## src/rtl/pattern_detector_param_if.sv

```systemverilog
`default_nettype none
// ============================================================================
// Module      : pattern_detector_param_if
// Description : Stream, configuration and detection-service bundle for
//               pattern_detector_param. The master side is the stream
//               source / consumer; the slave side is the detector.
//               Optional macro: PD_ACK_TIMEOUT_EN adds ack_timeout.
// Revision    : 1.0 - initial release
// ============================================================================
interface pattern_detector_param_if #(
  parameter int DATA_W  = 8,
  parameter int PAT_LEN = 4,
  parameter int CNT_W   = 16
);
  logic [PAT_LEN*DATA_W-1:0] cfg_pattern;
  logic [PAT_LEN*DATA_W-1:0] cfg_mask;
  logic                      cfg_overlap;
  logic [DATA_W-1:0]         data;
  logic                      data_valid;
  logic                      data_ready;
  logic                      ack;
  logic                      found_pattern;
  logic [CNT_W-1:0]          match_count;
`ifdef PD_ACK_TIMEOUT_EN
  logic                      ack_timeout;
`endif

  modport master (
    output cfg_pattern, cfg_mask, cfg_overlap, data, data_valid, ack,
    input  data_ready, found_pattern, match_count
`ifdef PD_ACK_TIMEOUT_EN
    , input ack_timeout
`endif
  );

  modport slave (
    input  cfg_pattern, cfg_mask, cfg_overlap, data, data_valid, ack,
    output data_ready, found_pattern, match_count
`ifdef PD_ACK_TIMEOUT_EN
    , output ack_timeout
`endif
  );
endinterface
`default_nettype wire

```

## src/rtl/pattern_detector_param.sv

```systemverilog
`default_nettype none
// ============================================================================
// Module      : pattern_detector_param
// Description : Maskable, runtime-programmable multi-symbol sequence
//               detector on a valid/ready stream. A detection is sticky and
//               stalls the stream until acknowledged. Overlapping or
//               non-overlapping search, saturating match counter.
//               Optional macro: PD_ACK_TIMEOUT_EN (auto-release of HOLD
//               after ACK_TIMEOUT cycles, one-cycle ack_timeout pulse).
// Revision    : 1.0 - initial release
// ============================================================================
module pattern_detector_param #(
  parameter int DATA_W  = 8,
  parameter int PAT_LEN = 4,
  parameter int CNT_W   = 16
`ifdef PD_ACK_TIMEOUT_EN
  , parameter int ACK_TIMEOUT = 255
`endif
) (
  input  logic                    clk,
  input  logic                    reset_sync,
  pattern_detector_param_if.slave bus
);

  localparam int                  c_FILL_W    = $clog2(PAT_LEN + 1);
  localparam logic [c_FILL_W-1:0] c_FILL_FULL = c_FILL_W'(PAT_LEN);
  localparam int                  c_WIN_W     = PAT_LEN * DATA_W;

  typedef enum logic [0:0] {
    SEARCH = 1'b0,
    HOLD   = 1'b1
  } state_t;

  state_t               state_q;
  logic [c_WIN_W-1:0]   window_q;
  logic [c_WIN_W-1:0]   window_d;
  logic [c_FILL_W-1:0]  fill_q;
  logic [c_FILL_W-1:0]  fill_d;
  logic                 found_q;
  logic [CNT_W-1:0]     count_q;
  logic                 w_accept;
  logic                 w_match;
  logic [PAT_LEN-1:0]   w_sym_ok;

`ifdef PD_ACK_TIMEOUT_EN
  localparam int              c_TO_W    = (ACK_TIMEOUT > 1) ? $clog2(ACK_TIMEOUT) : 1;
  localparam logic [c_TO_W-1:0] c_TO_LAST = c_TO_W'(ACK_TIMEOUT - 1);
  logic [c_TO_W-1:0] to_cnt_q;
  logic              to_pulse_q;
  assign bus.ack_timeout = to_pulse_q;
`endif

  // Readiness depends on state only, so no path from valid/ack to ready.
  assign bus.data_ready    = (state_q == SEARCH);
  assign bus.found_pattern = found_q;
  assign bus.match_count   = count_q;
  assign w_accept          = bus.data_valid && (state_q == SEARCH);

  // Post-shift window (newest symbol enters the top slot) and saturating fill.
  always_comb begin
    window_d = {bus.data, window_q[c_WIN_W-1:DATA_W]};
    fill_d   = (fill_q == c_FILL_FULL) ? fill_q : fill_q + c_FILL_W'(1);
  end

  // Per-symbol masked compare on the post-shift window.
  generate
    for (genvar k = 0; k < PAT_LEN; k++) begin : g_sym
      assign w_sym_ok[k] = ((window_d[k*DATA_W +: DATA_W] ^ bus.cfg_pattern[k*DATA_W +: DATA_W])
                            & bus.cfg_mask[k*DATA_W +: DATA_W]) == '0;
    end
  endgenerate

  assign w_match = (fill_d == c_FILL_FULL) && (&w_sym_ok);

  // Search/hold control with registered detection flag and counter.
  always_ff @(posedge clk) begin
    if (reset_sync) begin
      state_q    <= SEARCH;
      found_q    <= 1'b0;
      count_q    <= '0;
      window_q   <= '0;
      fill_q     <= '0;
`ifdef PD_ACK_TIMEOUT_EN
      to_cnt_q   <= '0;
      to_pulse_q <= 1'b0;
`endif
    end else begin
`ifdef PD_ACK_TIMEOUT_EN
      to_pulse_q <= 1'b0;
`endif
      case (state_q)
        SEARCH: begin
          if (w_accept) begin
            window_q <= window_d;
            fill_q   <= fill_d;
            if (w_match) begin
              state_q <= HOLD;
              found_q <= 1'b1;
              if (count_q != '1) count_q <= count_q + CNT_W'(1);
`ifdef PD_ACK_TIMEOUT_EN
              to_cnt_q <= '0;
`endif
            end
          end
        end
        HOLD: begin
          if (bus.ack) begin
            // Non-overlapping mode demands PAT_LEN fresh symbols.
            state_q <= SEARCH;
            found_q <= 1'b0;
            if (!bus.cfg_overlap) fill_q <= '0;
          end
`ifdef PD_ACK_TIMEOUT_EN
          else if (to_cnt_q == c_TO_LAST) begin
            // Unacknowledged for ACK_TIMEOUT cycles: release as an ack would.
            state_q    <= SEARCH;
            found_q    <= 1'b0;
            to_pulse_q <= 1'b1;
            if (!bus.cfg_overlap) fill_q <= '0;
          end else begin
            to_cnt_q <= to_cnt_q + c_TO_W'(1);
          end
`endif
        end
        default: begin
          state_q <= SEARCH;
          found_q <= 1'b0;
        end
      endcase
    end
  end

endmodule
`default_nettype wire
```

## src/flat_wrapper.sv

```systemverilog
// flat-port wrapper written by rule: the top's interface ports become plain ports
module pattern_detector_param_flat 
#(
  parameter int DATA_W  = 8,
  parameter int PAT_LEN = 4,
  parameter int CNT_W   = 16

)
  (clk, reset_sync, bus_cfg_pattern, bus_cfg_mask, bus_cfg_overlap, bus_data, bus_data_valid, bus_ack, bus_data_ready, bus_found_pattern, bus_match_count);
  pattern_detector_param_if #(.DATA_W(DATA_W), .PAT_LEN(PAT_LEN), .CNT_W(CNT_W)) bus_i ();
  input  logic clk;
  input  logic reset_sync;
  input wire logic [$bits(bus_i.cfg_pattern)-1:0] bus_cfg_pattern;
  input wire logic [$bits(bus_i.cfg_mask)-1:0] bus_cfg_mask;
  input wire logic [$bits(bus_i.cfg_overlap)-1:0] bus_cfg_overlap;
  input wire logic [$bits(bus_i.data)-1:0] bus_data;
  input wire logic [$bits(bus_i.data_valid)-1:0] bus_data_valid;
  input wire logic [$bits(bus_i.ack)-1:0] bus_ack;
  output wire logic [$bits(bus_i.data_ready)-1:0] bus_data_ready;
  output wire logic [$bits(bus_i.found_pattern)-1:0] bus_found_pattern;
  output wire logic [$bits(bus_i.match_count)-1:0] bus_match_count;
  assign bus_i.cfg_pattern = bus_cfg_pattern;
  assign bus_i.cfg_mask = bus_cfg_mask;
  assign bus_i.cfg_overlap = bus_cfg_overlap;
  assign bus_i.data = bus_data;
  assign bus_i.data_valid = bus_data_valid;
  assign bus_i.ack = bus_ack;
  assign bus_data_ready = bus_i.data_ready;
  assign bus_found_pattern = bus_i.found_pattern;
  assign bus_match_count = bus_i.match_count;
  pattern_detector_param #(.DATA_W(DATA_W), .PAT_LEN(PAT_LEN), .CNT_W(CNT_W)) u_core (.clk(clk), .reset_sync(reset_sync), .bus(bus_i));
endmodule
```

## config.mk

```make
export PLATFORM = sky130hd
export DESIGN_NAME = pattern_detector_param_flat
export DESIGN_NICKNAME = d
export VERILOG_FILES = /design/src/rtl/pattern_detector_param_if.sv /design/src/rtl/pattern_detector_param.sv /design/src/flat_wrapper.sv
export SDC_FILE = /design/constraint.sdc
export NUM_CORES = 1
export LEC_CHECK = 0
export BUFFER_PORTS_ARGS = -buffer_cell sky130_fd_sc_hd__buf_2
export CAP_MARGIN = 10
export CORE_MARGIN = 2
export CORE_UTILIZATION = 34
export DETAILED_ROUTE_END_ITERATION = 12
export PLACE_DENSITY = 0.67
export SLEW_MARGIN = 20
export SYNTH_ARGS = -nofsm -noshare
export SYNTH_HDL_FRONTEND = slang
export SYNTH_SLANG_ARGS = --single-unit
export TNS_END_PERCENT = 100
```

## constraint.sdc

```tcl
create_clock -name clk -period 3.9 [get_ports clk]
set_input_delay 0.39 -clock clk [delete_from_list [all_inputs] [get_ports clk]]
set_output_delay 0.39 -clock clk [all_outputs]
set_load 0.02 [all_outputs]
```

==> results.txt <==
The run gives 3030 um^2 as the standard cell area after detailed placement. The pin count of the biggest net entering global routing was 54. The worst path uses 73.8% of the clock period.

The startpoint identified for the worst register-to-register timing path is u_core.fill_q[0]. Summed over all cells, the static leakage comes to 0.00139 uW. The combined buffer and inverter count along the critical path was 1; the overall die area was 8000 um^2. Setup repair after global routing left no endpoint under its margin. The root buffer cell chosen for the clock tree is sky130_fd_sc_hd__clkbuf_8. TritonCTS built the clock tree.

The path class of the tightest hold or removal check is in -> reg. The tools report the total negative setup slack as 0 ns. The storage element area is 901 um^2, and the mean area per synthesized cell is 7.98 um^2. The tools report the number of antenna violations at the first check in global routing as 0. Counting flops and latches in the post-synthesis netlist gives 45.

In this run the tool buffered the top-level ports with 94 buffer cells. Across the VDD grid, the largest voltage drop is 0.171 mV. STA classifies the critical path startpoint as a register.

The startpoint identified for the worst hold timing path is bus_data[0]. Share of flip-flops with an asynchronous set or reset after synthesis: 0%. The peak clock frequency supported by timing was 0.348 GHz.

The layout has 756 filler cells. Before antenna repair, the detailed router went through 4 iterations. The multi-input combinational cells in the finished layout cover a total of 1490 um^2.

The layout overhead on the synthesized area came out at 25.8%. The total clock buffers created by CTS is 5. STA puts the critical path data required time at 4.09 ns. For the worst flop-to-flop path, the logic depth is 8. Using the TritonRoute via totals, the vias-per-cell ratio works out to 4.95. Total congestion overflow: 0. The number of global-route vias before repair came out at 2298. The average wire per standard cell works out to 13.3 um. The final layout net count is 480.

The first global-routing pass estimated 10.7 mm of wire. The run gives 36 as the count of different cell masters after synthesis. Via count: 2474. In this run the post-CTS setup repair buffer count came out at 0. In this run the register-to-register setup slack is 1.02 ns. The number of nets in the synthesized netlist was 391; the slew at the pin closest to its max-slew limit was 0.960 ns. Share of post-route cells with drive strength above 1: 30.2%. For this run, the leading register cell type out of synthesis is sky130_fd_sc_hd__dfxtp_1.

The run gives 0 as the number of hold-slack violations in the final timing report. After synthesis, the most frequently instantiated cells are sky130_fd_sc_hd__nand2_1, sky130_fd_sc_hd__dfxtp_1, sky130_fd_sc_hd__a21oi_1. On the final layout, the worst hold slack is 0.335 ns. Data arrives at the worst endpoint at 3.07 ns. In this run, synthesis inferred 0 flip-flops with an integrated enable. For the worst-skew pair, the clock arrives at the later sink with an insertion delay of 0.30 ns. The initial utilization of the core area, before any placement, comes to 34.6%.

The row count was 31. Total global routing track utilization: 17.0%. The logs give 36.3% for the sequential cell area fraction in the yosys report and 36.0% for the normalized max-slew margin. The flow ran to the end, and the final reports show no timing, DRC or antenna violations. The tools report the type of destination of the critical path as a register. The library cell with the highest instance count after synthesis is sky130_fd_sc_hd__nand2_1. Ranked by total cell area, the synthesized netlist is headed by sky130_fd_sc_hd__dfxtp_1, sky130_fd_sc_hd__xor2_1, sky130_fd_sc_hd__nand2_1, sky130_fd_sc_hd__a21oi_1, sky130_fd_sc_hd__a22oi_1.

After clock tree synthesis, the flow added hold-fix buffers numbering 0. The logs give 0 for the antenna cell count and 83 for the DRC marker count from the first detailed-route iteration. After detailed routing, the number of remaining DRC violations is 0.

Across the routed clock network, the largest skew measured is 0.00811 ns. Along the worst hold path, the cell count comes to 3. The H-tree was split into 2 levels.

In this run the critical register-to-register path is captured at u_core.bus.match_count[11]. The tools report the end point of the worst hold path as u_core.window_q[24]. After clock tree synthesis, the clock-pin slew on the worst setup and hold paths is 0.09 ns. The area of all placed cells without fillers is 3120 um^2, and the fraction of synthesized cell area taken by the top area cell type is 36.3%.

The power density normalized to cell area is 291 nW/um^2. Along the worst path, the maximum fanout reaches 11. Counting tap cells, the placed design contains a total of 492 instances. Cell type with the highest aggregate area in the netlist: sky130_fd_sc_hd__dfxtp_1. The largest single stage delay on the critical path is 0.63 ns. The run gives 0 as the number of cells upsized or downsized after cts. The number of top-level pins was 95.

The number of sinks on the clock net is 45, and the sum of net half-perimeters after detailed placement is 5.04 mm. The detail route stage leaves a number of antenna-violating nets equal to 0. The clock passes through at most 2 buffers.

The minimum clock period was 2.88 ns; the floorplan die width was 89.4 um. The worst setup path is of the reg -> reg kind. The number of slew-limit violations in the final report is 0. Grouping stages by cell kind, the critical path spends the most delay in simple AND/OR/NAND/NOR gates. The synthesized instance count was 311.

The Yosys step of the flow raised 0 warnings. Max capacitance violation total: 0. The floorplan step set the die height to 89.4 um. The congestion estimate from routability-driven global placement came to 0.874. The tools report the core outline area as 7180 um^2. The slowest stage of the critical path is the sky130_fd_sc_hd__or4_4 cell. Walking the worst path, the cells encountered are inv_1 -> ha_1 -> and3_1 -> a211oi_2 -> nand4_1 -> or4_4 -> or4_1 -> mux2_1. The final setup violation count was 0; the total wirelength of the detailed-routed design was 6.63 mm. The total power is 907 uW. The logs give 2480 um^2 for the total standard cell area after synthesis and 500 for the number of non-filler instances in the completed layout.
## metal layers
layer | vias to the layer above | GRT usage [%] | wire length [um]
met1 | 1103 | 22.7 | 3090
li1 | 1265 | - | -
met4 | 0 | 4.88 | 84
met3 | 9 | 4.89 | 470
met5 | - | 0 | 0
met2 | 97 | 26.8 | 2990
## layout by cell type (no fill, tap or decap), types with 5 or more instances in the layout
cell type	count
sky130_fd_sc_hd__a21oi_1	38
sky130_fd_sc_hd__a22oi_1	11
sky130_fd_sc_hd__a31o_2	5
sky130_fd_sc_hd__and3_1	7
sky130_fd_sc_hd__and4_1	5
sky130_fd_sc_hd__buf_2	94
sky130_fd_sc_hd__clkbuf_8	5
sky130_fd_sc_hd__dfxtp_1	45
sky130_fd_sc_hd__inv_1	8
sky130_fd_sc_hd__mux2_2	6
sky130_fd_sc_hd__nand2_1	66
sky130_fd_sc_hd__nand3_1	9
sky130_fd_sc_hd__nand4_1	11
sky130_fd_sc_hd__nor2_1	14
sky130_fd_sc_hd__nor2b_1	8
sky130_fd_sc_hd__nor3_1	5
sky130_fd_sc_hd__xor2_1	32
## cell type report
cell class | count | area share [%]
Tap cell | 99 | 3.97
Clock buffer | 5 | 2.21
Inverter | 8 | 0.962
Sequential cell | 45 | 28.9
Multi-Input combinational cell | 244 | 47.7
Clock inverter | 3 | 0.722
Timing Repair Buffer | 96 | 15.6
## stage by stage
stage               utilization, %  worst slack, ns
floorplan                        -             1.20
global placement              42.2             1.16
detailed placement            42.2             1.05
CTS                           43.5             1.04
global route                  43.5            0.887
finish                        43.5             1.02
## flip-flops by register name (all words and copies together), names as in the netlist
| name | count |
|---|---|
| u_core.bus.match_count | 16 |
| u_core.fill_q | 3 |
| u_core.window_q | 24 |
| u_core.bus.found_pattern | 1 |
| u_core.state_q | 1 |
## where the power goes
part           internal (uW)  leakage, uW  switching (uW)
combinational           60.8     0.000977            70.8
clock                    127    0.0000481             169
sequential               469     0.000365            9.83
## worst min-delay path, delay by kind of cell
family	cells	cell delay [ns]
buf+inv	1	0.11
simple gates	1	0.05
compound gates	1	0.05
## worst max-delay path by stage
stage / endpoint / from / slack [ns] / depth (start not counted)
floorplan: u_core.bus.match_count[11] / u_core.fill_q[0] / 1.20 / 9
global placement: u_core.bus.match_count[11] / u_core.fill_q[0] / 1.16 / 8
detailed placement: u_core.bus.match_count[11] / u_core.fill_q[0] / 1.05 / 8
CTS: u_core.bus.match_count[5] / u_core.fill_q[0] / 1.04 / 8
global route: u_core.bus.match_count[5] / u_core.fill_q[0] / 0.89 / 8
finish: u_core.bus.match_count[11] / u_core.fill_q[0] / 1.02 / 8
## kinds of logic (layout without fill, tap and decap cells)
| family | count (synthesis) | count (layout) | share of synthesized area (%) |
|---|---|---|---|
| compound gates | 63 | 63 | 15.7 |
| flops | 45 | 45 | 36.3 |
| mux | 8 | 8 | 3.63 |
| fa+ha+maj | 3 | 3 | 1.51 |
| simple gates | 138 | 138 | 27.6 |
| buf+inv | 22 | 112 | 3.93 |
| xor+xnor | 32 | 32 | 11.3 |
No activity file was read; power rests on OpenSTA's default activity.
